[config.mk]
export PLATFORM = sky130hd
export DESIGN_NAME = decode_queue_flat
export DESIGN_NICKNAME = d
export VERILOG_FILES = /design/src/rtl/decode_queue_if.sv /design/src/rtl/decode_queue.sv /design/src/flat_wrapper.sv
export SDC_FILE = /design/constraint.sdc
export NUM_CORES = 1
export LEC_CHECK = 0
export CAP_MARGIN = 15
export CORE_UTILIZATION = 50
export CTS_CLUSTER_DIAMETER = 200
export DETAILED_ROUTE_END_ITERATION = 6
export PLACE_DENSITY_LB_ADDON = 0.3
export SYNTH_ARGS = -nofsm -noshare
export SYNTH_HDL_FRONTEND = slang
export SYNTH_SLANG_ARGS = --single-unit
[constraint.sdc]
create_clock -name clk -period 10.13 [get_ports clk]
set_input_delay 1.5195 -clock clk [delete_from_list [all_inputs] [get_ports clk]]
set_output_delay 1.5195 -clock clk [all_outputs]
set_load 0.05 [all_outputs]
[src/rtl/decode_queue_if.sv]
// Fetch-side and decode-side handshake bundle for decode_queue.
// The slave modport is the queue's view; master is the view of whatever drives it.
interface decode_queue_if #(
  parameter int PTR_W = 2
);
  // fetch side
  logic             fetch_valid_i;
  logic [31:0]      fetch_instr_i;
  logic [31:0]      fetch_pc_i;
  logic             fetch_ready_o;
  // decode side
  logic             dec_ready_i;
  logic             dec_valid_o;
  logic [31:0]      dec_pc_o;
  logic [4:0]       rs_dec_o;
  logic [4:0]       rt_dec_o;
  logic [4:0]       rd_dec_o;
  logic [4:0]       shamt_dec_o;
  logic [5:0]       op_dec_o;
  logic [5:0]       funct_dec_o;
  logic [25:0]      target_dec_o;
  logic [31:0]      sign_imm_dec_o;
  logic             is_r_type_dec_o;
  logic             is_i_type_dec_o;
  logic             is_j_type_dec_o;
  logic             use_link_reg_dec_o;
  logic [4:0]       wr_reg_dec_o;
  logic [PTR_W:0]   count_o;

  modport slave (
    input  fetch_valid_i, fetch_instr_i, fetch_pc_i, dec_ready_i,
    output fetch_ready_o, dec_valid_o, dec_pc_o, rs_dec_o, rt_dec_o, rd_dec_o,
           shamt_dec_o, op_dec_o, funct_dec_o, target_dec_o, sign_imm_dec_o,
           is_r_type_dec_o, is_i_type_dec_o, is_j_type_dec_o,
           use_link_reg_dec_o, wr_reg_dec_o, count_o
  );

  modport master (
    output fetch_valid_i, fetch_instr_i, fetch_pc_i, dec_ready_i,
    input  fetch_ready_o, dec_valid_o, dec_pc_o, rs_dec_o, rt_dec_o, rd_dec_o,
           shamt_dec_o, op_dec_o, funct_dec_o, target_dec_o, sign_imm_dec_o,
           is_r_type_dec_o, is_i_type_dec_o, is_j_type_dec_o,
           use_link_reg_dec_o, wr_reg_dec_o, count_o
  );
endinterface

[src/rtl/decode_queue.sv]
// Buffered MIPS decoder: a DEPTH-entry instruction/PC FIFO feeding one
// registered decode stage. An empty queue lets a fetch bypass straight into
// the output stage, giving one-cycle latency and one instruction per cycle.
module decode_queue #(
  parameter int DEPTH = 4,
  parameter int PTR_W = 2
) (
  input  logic           clk,
  input  logic           rst_n,
  input  logic           flush_i,
  decode_queue_if.slave  bus
);

  localparam logic [PTR_W-1:0] PTR_ONE   = {{(PTR_W-1){1'b0}}, 1'b1};
  localparam logic [PTR_W:0]   CNT_ONE   = {{PTR_W{1'b0}}, 1'b1};
  localparam logic [PTR_W:0]   CNT_DEPTH = (PTR_W+1)'(DEPTH);

  // FIFO state
  logic [31:0]      r_instr_mem [DEPTH];
  logic [31:0]      r_pc_mem    [DEPTH];
  logic [PTR_W-1:0] r_wr_ptr;
  logic [PTR_W-1:0] r_rd_ptr;
  logic [PTR_W:0]   r_count;

  // output stage
  logic             r_dec_valid;
  logic [31:0]      r_dec_pc;
  logic [31:0]      r_dec_instr;
  logic [31:0]      r_sign_imm;
  logic             r_is_r;
  logic             r_is_i;
  logic             r_is_j;
  logic             r_link;
  logic [4:0]       r_wr_reg;

  // handshake / selection
  logic             w_fetch_ready;
  logic             w_accept;
  logic             w_from_fifo;
  logic             w_load;
  logic             w_pop;
  logic             w_write;
  logic [31:0]      w_sel_instr;
  logic [31:0]      w_sel_pc;

  // decode of the selected instruction
  logic [5:0]       w_op;
  logic [4:0]       w_rt;
  logic [4:0]       w_rd;
  logic [5:0]       w_funct;
  logic [15:0]      w_imm;
  logic [31:0]      w_sign_imm;
  logic             w_is_r;
  logic             w_is_i;
  logic             w_is_j;
  logic             w_link;
  logic [4:0]       w_wr_reg;

  // Handshake and source selection; a full queue refuses fetch regardless of a same-cycle pop.
  always_comb begin
    w_fetch_ready = (r_count < CNT_DEPTH);
    w_accept      = bus.fetch_valid_i && w_fetch_ready && !flush_i;
    w_from_fifo   = (r_count != {(PTR_W+1){1'b0}});
    w_load        = (!r_dec_valid || bus.dec_ready_i) && (w_from_fifo || w_accept);
    w_pop         = w_load && w_from_fifo;
    // a bypassed fetch goes straight to the output stage and skips the FIFO
    w_write       = w_accept && !(w_load && !w_from_fifo);
    if (w_from_fifo) begin
      w_sel_instr = r_instr_mem[r_rd_ptr];
      w_sel_pc    = r_pc_mem[r_rd_ptr];
    end else begin
      w_sel_instr = bus.fetch_instr_i;
      w_sel_pc    = bus.fetch_pc_i;
    end
  end

  // Decode the selected instruction: format class, extension, link and destination.
  always_comb begin
    w_op     = w_sel_instr[31:26];
    w_rt     = w_sel_instr[20:16];
    w_rd     = w_sel_instr[15:11];
    w_funct  = w_sel_instr[5:0];
    w_imm    = w_sel_instr[15:0];
    w_is_r   = (w_op == 6'h00);
    w_is_j   = (w_op == 6'h02) || (w_op == 6'h03);
    w_is_i   = !w_is_r && !w_is_j;
    // logical immediates (andi/ori/xori) zero-extend, everything else sign-extends
    if ((w_op == 6'h0C) || (w_op == 6'h0D) || (w_op == 6'h0E)) begin
      w_sign_imm = {16'h0000, w_imm};
    end else begin
      w_sign_imm = {{16{w_imm[15]}}, w_imm};
    end
    // bltzal/bgezal, jal, jalr
    w_link = ((w_op == 6'h01) && ((w_rt == 5'h10) || (w_rt == 5'h11))) ||
             (w_op == 6'h03) ||
             ((w_op == 6'h00) && (w_funct == 6'h09));
    if (w_is_r) begin
      w_wr_reg = w_rd;
    end else if ((w_op == 6'h03) || ((w_op == 6'h01) && w_link)) begin
      w_wr_reg = 5'd31;
    end else begin
      w_wr_reg = w_rt;
    end
  end

  // FIFO storage, pointers and occupancy; reset and flush both empty the queue.
  always_ff @(posedge clk) begin
    if (!rst_n || flush_i) begin
      r_wr_ptr <= {PTR_W{1'b0}};
      r_rd_ptr <= {PTR_W{1'b0}};
      r_count  <= {(PTR_W+1){1'b0}};
    end else begin
      if (w_write) begin
        r_instr_mem[r_wr_ptr] <= bus.fetch_instr_i;
        r_pc_mem[r_wr_ptr]    <= bus.fetch_pc_i;
        r_wr_ptr              <= r_wr_ptr + PTR_ONE;
      end
      if (w_pop) begin
        r_rd_ptr <= r_rd_ptr + PTR_ONE;
      end
      case ({w_write, w_pop})
        2'b10:   r_count <= r_count + CNT_ONE;
        2'b01:   r_count <= r_count - CNT_ONE;
        default: r_count <= r_count;
      endcase
    end
  end

  // Output stage: load when free or being consumed, drain when consumed with nothing new.
  always_ff @(posedge clk) begin
    if (!rst_n) begin
      r_dec_valid <= 1'b0;
      r_dec_pc    <= 32'h0000_0000;
      r_dec_instr <= 32'h0000_0000;
      r_sign_imm  <= 32'h0000_0000;
      r_is_r      <= 1'b0;
      r_is_i      <= 1'b0;
      r_is_j      <= 1'b0;
      r_link      <= 1'b0;
      r_wr_reg    <= 5'd0;
    end else if (flush_i) begin
      r_dec_valid <= 1'b0;
    end else if (w_load) begin
      r_dec_valid <= 1'b1;
      r_dec_pc    <= w_sel_pc;
      r_dec_instr <= w_sel_instr;
      r_sign_imm  <= w_sign_imm;
      r_is_r      <= w_is_r;
      r_is_i      <= w_is_i;
      r_is_j      <= w_is_j;
      r_link      <= w_link;
      r_wr_reg    <= w_wr_reg;
    end else if (bus.dec_ready_i) begin
      r_dec_valid <= 1'b0;
    end
  end

  assign bus.fetch_ready_o      = w_fetch_ready;
  assign bus.count_o            = r_count;
  assign bus.dec_valid_o        = r_dec_valid;
  assign bus.dec_pc_o           = r_dec_pc;
  assign bus.op_dec_o           = r_dec_instr[31:26];
  assign bus.rs_dec_o           = r_dec_instr[25:21];
  assign bus.rt_dec_o           = r_dec_instr[20:16];
  assign bus.rd_dec_o           = r_dec_instr[15:11];
  assign bus.shamt_dec_o        = r_dec_instr[10:6];
  assign bus.funct_dec_o        = r_dec_instr[5:0];
  assign bus.target_dec_o       = r_dec_instr[25:0];
  assign bus.sign_imm_dec_o     = r_sign_imm;
  assign bus.is_r_type_dec_o    = r_is_r;
  assign bus.is_i_type_dec_o    = r_is_i;
  assign bus.is_j_type_dec_o    = r_is_j;
  assign bus.use_link_reg_dec_o = r_link;
  assign bus.wr_reg_dec_o       = r_wr_reg;

endmodule

[src/flat_wrapper.sv]
// flat-port wrapper written by rule: the top's interface ports become plain ports
module decode_queue_flat 
#(
  parameter int DEPTH = 4,
  parameter int PTR_W = 2
)
  (clk, rst_n, flush_i, bus_fetch_valid_i, bus_fetch_instr_i, bus_fetch_pc_i, bus_dec_ready_i, bus_fetch_ready_o, bus_dec_valid_o, bus_dec_pc_o, bus_rs_dec_o, bus_rt_dec_o, bus_rd_dec_o, bus_shamt_dec_o, bus_op_dec_o, bus_funct_dec_o, bus_target_dec_o, bus_sign_imm_dec_o, bus_is_r_type_dec_o, bus_is_i_type_dec_o, bus_is_j_type_dec_o, bus_use_link_reg_dec_o, bus_wr_reg_dec_o, bus_count_o);
  decode_queue_if #(.PTR_W(PTR_W)) bus_i ();
  input  logic clk;
  input  logic rst_n;
  input  logic flush_i;
  input wire logic [$bits(bus_i.fetch_valid_i)-1:0] bus_fetch_valid_i;
  input wire logic [$bits(bus_i.fetch_instr_i)-1:0] bus_fetch_instr_i;
  input wire logic [$bits(bus_i.fetch_pc_i)-1:0] bus_fetch_pc_i;
  input wire logic [$bits(bus_i.dec_ready_i)-1:0] bus_dec_ready_i;
  output wire logic [$bits(bus_i.fetch_ready_o)-1:0] bus_fetch_ready_o;
  output wire logic [$bits(bus_i.dec_valid_o)-1:0] bus_dec_valid_o;
  output wire logic [$bits(bus_i.dec_pc_o)-1:0] bus_dec_pc_o;
  output wire logic [$bits(bus_i.rs_dec_o)-1:0] bus_rs_dec_o;
  output wire logic [$bits(bus_i.rt_dec_o)-1:0] bus_rt_dec_o;
  output wire logic [$bits(bus_i.rd_dec_o)-1:0] bus_rd_dec_o;
  output wire logic [$bits(bus_i.shamt_dec_o)-1:0] bus_shamt_dec_o;
  output wire logic [$bits(bus_i.op_dec_o)-1:0] bus_op_dec_o;
  output wire logic [$bits(bus_i.funct_dec_o)-1:0] bus_funct_dec_o;
  output wire logic [$bits(bus_i.target_dec_o)-1:0] bus_target_dec_o;
  output wire logic [$bits(bus_i.sign_imm_dec_o)-1:0] bus_sign_imm_dec_o;
  output wire logic [$bits(bus_i.is_r_type_dec_o)-1:0] bus_is_r_type_dec_o;
  output wire logic [$bits(bus_i.is_i_type_dec_o)-1:0] bus_is_i_type_dec_o;
  output wire logic [$bits(bus_i.is_j_type_dec_o)-1:0] bus_is_j_type_dec_o;
  output wire logic [$bits(bus_i.use_link_reg_dec_o)-1:0] bus_use_link_reg_dec_o;
  output wire logic [$bits(bus_i.wr_reg_dec_o)-1:0] bus_wr_reg_dec_o;
  output wire logic [$bits(bus_i.count_o)-1:0] bus_count_o;
  assign bus_i.fetch_valid_i = bus_fetch_valid_i;
  assign bus_i.fetch_instr_i = bus_fetch_instr_i;
  assign bus_i.fetch_pc_i = bus_fetch_pc_i;
  assign bus_i.dec_ready_i = bus_dec_ready_i;
  assign bus_fetch_ready_o = bus_i.fetch_ready_o;
  assign bus_dec_valid_o = bus_i.dec_valid_o;
  assign bus_dec_pc_o = bus_i.dec_pc_o;
  assign bus_rs_dec_o = bus_i.rs_dec_o;
  assign bus_rt_dec_o = bus_i.rt_dec_o;
  assign bus_rd_dec_o = bus_i.rd_dec_o;
  assign bus_shamt_dec_o = bus_i.shamt_dec_o;
  assign bus_op_dec_o = bus_i.op_dec_o;
  assign bus_funct_dec_o = bus_i.funct_dec_o;
  assign bus_target_dec_o = bus_i.target_dec_o;
  assign bus_sign_imm_dec_o = bus_i.sign_imm_dec_o;
  assign bus_is_r_type_dec_o = bus_i.is_r_type_dec_o;
  assign bus_is_i_type_dec_o = bus_i.is_i_type_dec_o;
  assign bus_is_j_type_dec_o = bus_i.is_j_type_dec_o;
  assign bus_use_link_reg_dec_o = bus_i.use_link_reg_dec_o;
  assign bus_wr_reg_dec_o = bus_i.wr_reg_dec_o;
  assign bus_count_o = bus_i.count_o;
  decode_queue #(.DEPTH(DEPTH), .PTR_W(PTR_W)) u_core (.clk(clk), .rst_n(rst_n), .flush_i(flush_i), .bus(bus_i));
endmodule
# ---- Word level (Yosys, flattened, before mapping)
# Memory sizes are Yosys's and may differ from the RTL's. A register that Yosys moved wholly into a read port is not among the register bits.
# Index checks and enable logic that the tools add are counted.
dict set report classes {
  addsub 4
  mul 0
  div 0
  magnitude_cmp 1
  eq_ne 11
  shifts 0
  n_mux 15
  bitwise_logic 2
  n_reduce_logical 33
}
# cell n
set ops {}
lappend ops {{32-bit two-way mux} 3}
lappend ops {{6-bit by 4-bit == test with 1-bit output, second input constant} 4}
lappend ops {{6-bit by 2-bit == test with 1-bit output, second input constant} 2}
lappend ops {{5-bit == test, second input constant} 2}
lappend ops {{1-bit logical AND} 10}
lappend ops {{1-bit logical OR} 10}
lappend ops {{5-bit two-way mux} 2}
lappend ops {{2-bit two-way mux} 4}
lappend ops {{1-bit zero test} 7}
lappend ops {{6-bit by 1-bit == test with 1-bit output, second input constant} 1}
lappend ops {{6-bit zero test} 1}
lappend ops {{3-bit one-hot mux with 2 select lines} 1}
lappend ops {{1-bit two-way mux} 5}
lappend ops {{2-bit by 1-bit adder with 2-bit output, second input constant} 2}
lappend ops {{2-bit nonzero test} 2}
lappend ops {{3-bit by 1-bit adder with 3-bit output, second input constant} 1}
lappend ops {{3-bit less-than comparator, second input constant} 1}
lappend ops {{3-bit nonzero test} 1}
lappend ops {{3-bit by 1-bit subtractor with 3-bit output, second input constant} 1}
lappend ops {{2-bit by 1-bit == test with 1-bit output, second input constant} 1}
lappend ops {{2-bit == test, second input constant} 1}
lappend ops {{1-bit NOT} 2}
lappend ops {{2-bit AND reduction} 1}
lappend ops {{2-bit OR reduction} 1}
dict set report word_totals {
  register_bits 113
  latchBits 0
  mem_bits_rw 256
  mem_bits_ro 0
  inputBits 69
  wordCells 80
  memories 2
}
# memory depth word_bits read_ports rd_ports_with_merged_regs wr line
set mem_list {}
lappend mem_list {u_core.r_instr_mem 4 32 1 1 1 decode_queue.sv:19} ;# logic [31:0] r_instr_mem [DEPTH];
lappend mem_list {u_core.r_pc_mem 4 32 1 1 1 decode_queue.sv:20} ;# logic [31:0] r_pc_mem [DEPTH];

# ---- Logic depth before layout (Yosys ltp)
# Gate-level depths: netlist of the first run.
dict set report logic_depth {
  ltp_word 11
  mapped_depth 10
  ltp_nobuf 10
}

# ---- Worst setup path before layout of the first run
# OpenSTA, ideal clock, no wires.
dict set report synth_timing {
  path_type {in2reg}
  start {input port bus_dec_ready_i}
  end {memory u_core.r_instr_mem[1][0] (enable)}
  arrival_time_ns 3.973
  setup_slack_ns 5.728
  path_stages 3
  path_buffers 0
  cell_sequence {nand2b_1 a311oi_1 and3_1}
}
dict set report synth_between {
  elab_chain_cells 8
}
# element line
set synth_rtl {}
lappend synth_rtl {{start, declared} flat_wrapper.sv:15} ;# input wire logic [$bits(bus_i.dec_ready_i)-1:0] bus_dec_ready_i;
lappend synth_rtl {{1-bit logical OR} decode_queue.sv:64} ;# w_load = (!r_dec_valid || bus.dec_ready_i) && (w_from_fifo || w_accept);
lappend synth_rtl {{1-bit logical AND} decode_queue.sv:64}
lappend synth_rtl {{1-bit logical AND} decode_queue.sv:67} ;# w_write = w_accept && !(w_load && !w_from_fifo);
lappend synth_rtl {{1-bit zero test} decode_queue.sv:67}
lappend synth_rtl {{1-bit logical AND} decode_queue.sv:67}
lappend synth_rtl {{1-bit two-way mux} decode_queue.sv:113} ;# if (w_write) begin
lappend synth_rtl {{1-bit two-way mux} decode_queue.sv:108} ;# if (!rst_n || flush_i) begin
lappend synth_rtl {{1-bit two-way mux (implied by the code)} decode_queue.sv:114} ;# r_instr_mem[r_wr_ptr] <= bus.fetch_instr_i;
lappend synth_rtl {{end, declared} decode_queue.sv:19}
# No other way between the ends.

# ---- Final worst setup path of the first run
dict set report layout_timing {
  start {register u_core.r_sign_imm[30] (netlist: u_core.bus.sign_imm_dec_o[30])}
  end {output port bus_sign_imm_dec_o[30]}
}
# element line
set layout_rtl {}
lappend layout_rtl {{start, declared} decode_queue.sv:29} ;# logic [31:0] r_sign_imm;
lappend layout_rtl {{start signal, assigned} decode_queue.sv:147} ;# r_sign_imm <= w_sign_imm;
lappend layout_rtl {{end, declared} flat_wrapper.sv:26} ;# output wire logic [$bits(bus_i.sign_imm_dec_o)-1:0] bus_sign_imm_dec_o;
# No word-level cell between the ends.

==> run metrics, run 1 <==
status finished clean; Post-synth EDFFs around 260; vias per inst ~5.6; Sum Neg Setup Slack 0 ns; CP peak stage delay 0.91 ns; Net Count, Synth between 900 and 1,000; RSZ-0062 raised after global routing no; clock skew around 0.0094 ns; crit-path max FO 17; input/output buffers roughly 200; clk slew on worst S/H paths 0.06 ns; Worst setup EP type output port; Yosys warnings 0; GRT overflow 0; relative slew slack 0.304; CTS max path bufs 3; min-delay src u_core.bus.use_link_reg_dec_o$_SDFFE_PN0P_; share of cells above drive strength 1 0.131; first drt pass iteration count 5; Setup CP Type flip-flop to output port; num ports a little over 200; H-tree depth 2; root buffer selected by CTS clkbuf_16; gr usage total 0.207; WL final roughly 29 mm; CTS tree yes; Post-CTS Setup Inserts 0; Crit path max-delay family buffers and inverters; Simple-Gate Fraction of Synth Area 0.0812; post-synthesis xor/xnor area fraction 0.00315; GPL Wtd Cong 0.759; critical path arrival 2.07 ns; crit path from u_core.bus.sign_imm_dec_o[30]$_SDFFE_PN0P_; fmax around 0.28 GHz; vias in the first global route roughly 8,100; ys flop type edfxtp_1; Worst setup SP type flip-flop; Peak VDD IR 0.185 mV; Rows 60; Post-DP HPWL 16.8 mm; core footprint around 27,000 um^2; compound-gate portion of the synthesized area 0.0699; Worst R2R Path Depth 6; post-synth top area share 0.553; top-count cell post-synth edfxtp_1; ys async rst share 0; Post-CTS Hold Buffers 0; hold path depth 2; wire per inst about 20 um; initial antenna violation count 1; Yosys reg bits 340; Worst-Skew Late Latency about 0.52 ns; drt first-iter violations slightly below 700; Synth area leaders edfxtp_1 55%, dfxtp_1 12%, mux4_2 9.2%; Syn Area/Cell approximately 15 um^2; drt drc 0; area grow syn2layout 22.7%; Tightest Hold Check Type flip-flop to flip-flop; ant diodes 0; main combinational cell family by area after synthesis multiplexers; clock sink count 340; Final min period 3.59 ns; first-pass GRT wire length 45.4 mm; mux cell area share after synthesis 0.112; dominant cell type by area after synthesis edfxtp_1; Seq/Total Area, Yosys 0.674; Max-cap violations 0; period utilisation layout 0.355; slowest stage cell, crit path clkdlybuf4s50_1; CTS Buf Count 36; final hold vios 0; top cells by instance count after synthesis 256 x edfxtp_1, 124 x nand2_1, 84 x dfxtp_1; via count 8,089; P_leak 6.14 nW; Synth Cell Area approximately 14,000 um^2; Die X roughly 170 um; Core Util, Final 0.630; Setup Viol. Count Final 0; Die Ht 169 um; worst-margin pin slew 1.04 ns; Synth Instances 907; WP data required 8.61 ns; WP depth 1; crit-path cells clkdlybuf4s50_1; total die area 28,500 um^2; CP bufs+invs 1; P per Cell Area 191 nW/um^2; pin count of the biggest net entering global routing 86; Final #Nets 1,115; Antenna Violating Nets Remaining 0; post-synthesis adder-cell area fraction 0.00594; number of gates resized after CTS 0; Starting Density 0.513; Yosys cell types 57; fin. max-slew vios 0
==> layer usage <==
metal	global-route usage	vias to the layer above	share of wire
li1	-	3694	-
met1	0.280	4029	0.43
met2	0.340	312	0.48
met3	0.0484	52	0.073
met4	0.0557	2	0.020
met5	0	-	0.00045
==> state kept, by name, indices dropped and copies added, names as in the netlist, named ones only <==
| name | count |
|---|---|
| u_core.r_wr_ptr | 2 |
| u_core.bus.sign_imm_dec_o | 17 |
| u_core.bus.use_link_reg_dec_o | 1 |
| u_core.r_dec_instr | 16 |
| u_core.bus.dec_valid_o | 1 |
| u_core.bus.wr_reg_dec_o | 5 |
| u_core.r_instr_mem | 128 |
| u_core.bus.dec_pc_o | 32 |
| u_core.bus.is_j_type_dec_o | 1 |
| u_core.bus.is_r_type_dec_o | 1 |
| u_core.bus.is_i_type_dec_o | 1 |
| u_core.r_pc_mem | 128 |
| u_core.r_rd_ptr | 2 |
| u_core.bus.count_o | 3 |
==> per-stage QoR <==
stage / area [um^2] / total power [W] / cells / worst slack (ns) / hold slack (ns)
after floorplan: 13900 / 0.00176 / 907 / 5.73 / 0.485
after global placement: 15800 / 0.00187 / 1374 / 6.04 / 0.449
after detailed placement: 15800 / 0.00187 / 1374 / 6.03 / 0.450
after CTS: 17100 / 0.00327 / 1440 / 6.47 / 0.459
after global routing: 17100 / 0.00335 / 1440 / 6.33 / 0.492
final: 17100 / 0.00325 / 1440 / 6.54 / 0.458
==> cells by family (layout without fill, tap and decap cells) <==
logic type	count (synthesis)	after routing
flops	340	340
xor+xnor	5	5
simple gates	247	247
buf+inv	123	284
compound gates	111	111
fa+ha+maj	6	6
mux	75	75
==> path summary, 6_finish.rpt <==
path | slack, ns | end
setup / recovery | 6.54 | bus_sign_imm_dec_o[30]
hold reg to reg | 0.46 | u_core.bus.use_link_reg_dec_o$_SDFFE_PN0P_
setup reg to reg | 7.00 | u_core.bus.use_link_reg_dec_o$_SDFFE_PN0P_
hold / removal | 0.46 | u_core.bus.use_link_reg_dec_o$_SDFFE_PN0P_
==> placed cells by master (no fill, tap or decap), types with 8 or more instances in the layout <==
cell type,n
nand3_1,61
a21oi_1,10
inv_1,8
nor2_1,22
dfxtp_1,82
o211a_1,61
edfxtp_1,256
mux4_2,57
mux2i_1,12
nand2_1,124
clkbuf_16,37
clkdlybuf4s50_1,203
==> worst register-to-register path, stage by stage, from the launching register on <==
cell and delay, ns:
dfxtp_4 0.71, buf_4 0.78, mux4_1 0.67, nor2_1 0.09
o21ai_0 0.24, o32a_2 0.46, o21ai_1 0.11
==> report_power, final <==
group          switching (W)  internal, W
Combinational       0.000200     0.000107
Clock               0.000534     0.000879
Sequential         0.0000173      0.00152
==> layout make-up <==
cell class / instances / area, um^2
Inverter: 8 / 30.0
Tap cell: 372 / 465
Fill cell: 1957 / 10000
Clock buffer: 45 / 996
Timing Repair Buffer: 210 / 2080
Sequential cell: 340 / 9380
Clock inverter: 21 / 288
Multi-Input combinational cell: 444 / 3820
(Power assumes the default switching activity.)
==> run 2, diff against run 1 <==
==> constraint.sdc (replaced) <==
create_clock -name clk -period 3.7 [get_ports clk]
set_input_delay 0.555 -clock clk [delete_from_list [all_inputs] [get_ports clk]]
set_output_delay 0.555 -clock clk [all_outputs]
set_load 0.05 [all_outputs]
==> run 2 against run 1 <==
  * Sequential power rose to 2.7 times the previous value
  * Core utilization up 0.32 points
  * Clock skew up 0.0060 ns
  * Power increased to 2.6 times the previous value
  * Via count increased by 0.69%
  * Sequential cell count did not move
  * Cell count up 1.2%
  * Final area up 0.51%
  * Critical endpoint is now u_core.bus.wr_reg_dec_o[4]$_SDFFE_PN0P_
  * Largest cell class unchanged
  * Largest power group unchanged
==> run metrics, run 2 (synthesized netlist as in run 1, its figures left out) <==
clock sink count 340 (unchanged); Comb pwr share 0.098 (+0.004); Worst setup EP type flip-flop; critical path arrival 3.02 ns (+0.95 ns); period utilisation layout 0.710; Place WS 0.900 ns (-5.13 ns); core footprint 27,100 um^2 (unchanged); fmax 0.380 GHz; CTS Buf Count 36 (unchanged); area grow syn2layout 23.4%; drt first-iter violations 777 (+15%); Antenna Violating Nets Remaining 0 (unchanged); sequential share of power 0.487 (+0.015); Setup CP Type flip-flop to flip-flop; Post-CTS Hold Buffers 0 (unchanged); Max-cap violations 0 (unchanged); pin count of the biggest net entering global routing 129 (+50%); Rows 60 (unchanged); RSZ-0062 raised after global routing no; P_leak 6.18 nW (+0.62%); WP data required 4.09 ns (-4.52 ns); Worst setup SP type flip-flop; gr usage total 0.208 (+0.000388); input/output buffers 204 (unchanged); wire per inst 19.6 um (-3.1%); Sum Neg Setup Slack 0 ns (unchanged); first drt pass iteration count 5 (unchanged); number of gates resized after CTS 0 (unchanged); Worst-Skew Late Latency 0.52 ns (about the same); Peak VDD IR 0.357 mV (+93%); PnR worst setup slack 1.07 ns (-5.47 ns); Setup Viol. Count Final 0 (unchanged); H-tree depth 2 (unchanged); register area 9380 um^2 (unchanged); status finished clean; crit-path max FO 29 (+12); sw frac 0.234 (+0.00288); CTS tree yes; initial antenna violation count 4 (+3); clk slew on worst S/H paths 0.06 ns (about the same); num ports 205 (unchanged); final hold vios 0 (unchanged); most common cell after layout, fill and taps aside edfxtp_1; Post-DP HPWL 17.5 mm (+4.1%); Die X 169 um (unchanged); CTS max path bufs 3 (unchanged); Internal Power 0.00660 W (+160%); share of cells above drive strength 1 0.141 (+0.00952); first-pass GRT wire length 45.7 mm (+0.78%); total die area 28,500 um^2 (unchanged); Tightest Hold Check Type flip-flop to flip-flop; Starting Density 0.513 (unchanged); clock skew 0.0154 ns (+0.00596 ns); clock power share 0.414 (-0.020); root buffer selected by CTS clkbuf_16; via count 8,145 (+0.69%); P per Cell Area 502 nW/um^2 (+160%); P_sw 0.00201 W (+170%); relative slew slack 0.445 (+0.141); drt drc 0 (unchanged); GPL Wtd Cong 0.776 (+2.3%); area of the multi-input gates 3820 um^2 (unchanged); vias in the first global route 8,050 (-0.025%); vias per inst 5.59 (-0.48%); GRT overflow 0 (unchanged); WL final 28.6 mm (-1.9%); Final min period ~2.6 ns; Post-CTS Setup Inserts 0 (unchanged); fin. max-slew vios 0 (unchanged); Die Ht 169 um (unchanged); most frequent cells in the layout 256 x edfxtp_1, 203 x clkdlybuf4s50_1, 124 x nand2_1; Final #Nets 1,128 (+1.2%); fillcell total 1,997 (+2.0%); worst-margin pin slew 0.832 ns (-0.211 ns)
==> run 2: routing by layer <==
metal	up-vias	global-route usage	wire length (um)
li1	3717	-	-
met1	4072	0.300	13000
met2	310	0.319	13100
met3	46	0.0386	1900
met4	0	0.0708	614
met5	-	0	0
==> run 2: power groups by stage <==
stage	Sequential (W)	Clock [W]	Combinational, W
CTS	0.00420	0.00363	0.000849
finish	0.00420	0.00357	0.000845
floorplan	0.00447	0	0.000363
detailed placement	0.00428	0	0.000846
global route	0.00420	0.00379	0.000887
global placement	0.00428	0	0.000839
==> run 2: area by class of cell <==
class	count	share of cell area
clock buffers	51	0.0619
diodes	4	0.000584
well taps	372	0.0271
repair buffers	223	0.131
clock inverters	15	0.00810
multi-input cells	444	0.223
inverters	8	0.00175
flip-flops and latches	340	0.547
==> run 2: path summary, 6_finish.rpt <==
check                                     startpoint                                       to  slack [ns]  depth (start not counted)
min reg2reg  u_core.bus.is_r_type_dec_o$_SDFFE_PN0P_  u_core.bus.is_r_type_dec_o$_SDFFE_PN0P_        0.46                          2
max                                        flip-flop  u_core.bus.wr_reg_dec_o[4]$_SDFFE_PN0P_        1.07                          6
min          u_core.bus.is_r_type_dec_o$_SDFFE_PN0P_  u_core.bus.is_r_type_dec_o$_SDFFE_PN0P_        0.46                          2
max reg2reg                                flip-flop  u_core.bus.wr_reg_dec_o[4]$_SDFFE_PN0P_        1.07                          6
==> run 2: worst max-delay path: stages (launching register included) <==
cell     delay (ns)
dfxtp_4        0.70
buf_4          0.49
a211o_2        0.16
a31oi_1        0.17
nor3_4         0.57
a31oi_1        0.17
o22a_1         0.21
==> run 2: metrics by stage <==
stage          total power (W)   util  hold slack, ns  cell area (um^2)  std cells
6_report               0.00861  0.633           0.457             17100       1457
5_1_grt                0.00888  0.633           0.479             17100       1456
4_1_cts                0.00868  0.632           0.463             17100       1453
3_5_place_dp           0.00512  0.588           0.456             15900       1387
3_3_place_gp           0.00511  0.588           0.447             15900       1387
2_1_floorplan          0.00483      -           0.485             13900        907
==> run 3, diff against run 2 <==
==> constraint.sdc (replaced) <==
create_clock -name clk -period 2.6 [get_ports clk]
set_input_delay 0.39 -clock clk [delete_from_list [all_inputs] [get_ports clk]]
set_output_delay 0.39 -clock clk [all_outputs]
set_load 0.05 [all_outputs]
==> run 3 against run 2 <==
  * Core utilization increased by 0.62 points
  * Sequential cell count unchanged
  * Critical path depth fell by 5
  * Clock power is 33% higher
  * Non-clock buffer count grew 22
  * Worst hold slack lost 0.033 ns
  * First-iteration DRC count increased by 0.51%
  * Cell count is 1.1% higher
  * Final area up 0.99%
  * Largest cell class unchanged
==> run metrics, run 3 (synthesized netlist as in run 1, its figures left out) <==
Setup Viol. Count Final 0 (unchanged); H-tree depth 2 (unchanged); fin. max-slew vios 0 (unchanged); vias per inst 5.58 (-0.11%); Setup CP Type flip-flop to output port; Post-CTS Hold Buffers 0 (unchanged); Worst-Skew Late Latency 0.51 ns (about the same); Starting Density 0.513 (unchanged); period utilisation layout 0.924; wire per inst 20.3 um (+3.6%); fillcell total 1,941 (-2.8%); gr usage total 0.213 (+0.00565); Post-DP HPWL 19.7 mm (+12%); fmax approximately 0.42 GHz; Die Ht 169 um (unchanged); R2R Setup Slk 0.23 ns (-0.84 ns); most common cell after layout, fill and taps aside edfxtp_1; Final #Nets 1,149 (+1.9%); via count 8,225 (+0.98%); vias in the first global route 8,162 (+1.4%); Final min period 2.40 ns; final hold vios 0 (unchanged); Worst setup SP type flip-flop; initial antenna violation count 0 (-4); non-filler cells, final 1,473 (+1.1%); reg2reg end u_core.bus.wr_reg_dec_o[4]$_SDFFE_PN0P_; Post-CTS Setup Inserts 0 (unchanged); area grow syn2layout 24.6%; worst-margin pin slew 0.602 ns (-0.230 ns); relative slew slack 0.598 (+0.152); CTS Buf Count 35 (-2.8%); RR Startpoint u_core.bus.count_o[1]$_SDFFE_PP0P_; share of cells above drive strength 1 0.151 (+0.0102); clock sink count 340 (unchanged); total die area 28,500 um^2 (unchanged); status finished clean; Worst R2R Path Depth 6 (unchanged); crit path from u_core.bus.sign_imm_dec_o[30]$_SDFFE_PN0P_; Die X 169 um (unchanged); num ports 205 (unchanged); Peak VDD IR 0.437 mV (+22%); ant diodes 0 (-4); RSZ-0062 raised after global routing no; drt first-iter violations 781 (+0.51%); pin count of the biggest net entering global routing 42 (-67%); first-pass GRT wire length 46.6 mm (+2.0%); Crit path max-delay family buffers and inverters; WP data required 2.21 ns (-1.88 ns); input/output buffers 204 (unchanged); P_leak 6.26 nW (+1.4%); Max-cap violations 0 (unchanged); Core Util, Final 0.639 (+0.00623); slowest stage cell, crit path clkdlybuf4s50_1; CP bufs+invs 1 (unchanged); WP depth 1 (-5); root buffer selected by CTS clkbuf_16; clock skew 0.0202 ns (+0.00481 ns); P per Cell Area 690 nW/um^2 (+37%); drt drc 0 (unchanged); Worst setup EP type output port; Cells after DPL 1,409 (+1.6%); Tightest Hold Check Type input pin to flip-flop; WL final 30.0 mm (+4.8%); critical path arrival 2.01 ns (-1.01 ns); most frequent cells in the layout 256 x edfxtp_1, 203 x clkdlybuf4s50_1, 124 x nand2_1; hold path depth 2 (unchanged); Sum Neg Setup Slack 0 ns (unchanged); core footprint 27,100 um^2 (unchanged); crit-path cells clkdlybuf4s50_1; number of gates resized after CTS 0 (unchanged); CP peak stage delay 0.90 ns (+0.20 ns); GRT overflow 0 (unchanged); first drt pass iteration count 5 (unchanged); CTS tree yes; crit-path max FO 17 (-41%); GPL Wtd Cong 0.824 (+6.2%); clk slew on worst S/H paths 0.06 ns (about the same); Antenna Violating Nets Remaining 0 (unchanged); CTS max path bufs 3 (unchanged); CP endpoint bus_sign_imm_dec_o[31]; Rows 60 (unchanged)
## run 3: cell type report
cell class / count / area, um^2 / area share
clock buffer: 51 / 997 / 0.0576
clock inverter: 13 / 96.3 / 0.00556
multi-input combinational: 444 / 3830 / 0.221
timing repair buffer: 245 / 2520 / 0.146
sequential: 340 / 9380 / 0.542
inverter: 8 / 30.0 / 0.00173
tap: 372 / 465 / 0.0269
## run 3: how the worst min path moves through the flow
stage                                                  startpoint                                      end
final                                                       rst_n      u_core.r_instr_mem[3][30]$_DFFE_PP_
after global routing                                        rst_n      u_core.r_instr_mem[3][25]$_DFFE_PP_
after detailed placement  u_core.bus.is_r_type_dec_o$_SDFFE_PN0P_  u_core.bus.is_r_type_dec_o$_SDFFE_PN0P_
after floorplan                   u_core.r_rd_ptr[1]$_SDFFE_PP0P_                                flip-flop
after CTS                                                   rst_n      u_core.r_instr_mem[3][25]$_DFFE_PP_
after global placement    u_core.bus.is_r_type_dec_o$_SDFFE_PN0P_  u_core.bus.is_r_type_dec_o$_SDFFE_PN0P_
## run 3: stage by stage
step	hold WS [ns]	worst slack, ns	total power [W]	cell area [um^2]
6_report	0.424	0.197	0.0119	17300
5_1_grt	0.418	0.0313	0.0123	17300
4_1_cts	0.408	0.157	0.0120	17300
3_5_place_dp	0.472	0.0943	0.00732	16200
3_3_place_gp	0.453	0.108	0.00731	16200
2_1_floorplan	0.485	0.0464	0.00688	13900
## run 3: power by group
part	internal, W	switching (W)
logic	0.000437	0.000794
clock network	0.00277	0.00197
registers	0.00591	0.0000642
## run 3: metal layers
metal | vias to the layer above | GRT usage | share of wire
li1 | 3747 | - | -
met1 | 4084 | 0.301 | 0.43
met2 | 352 | 0.342 | 0.47
met3 | 42 | 0.0390 | 0.074
met4 | 0 | 0.0609 | 0.021
met5 | - | 0 | 0
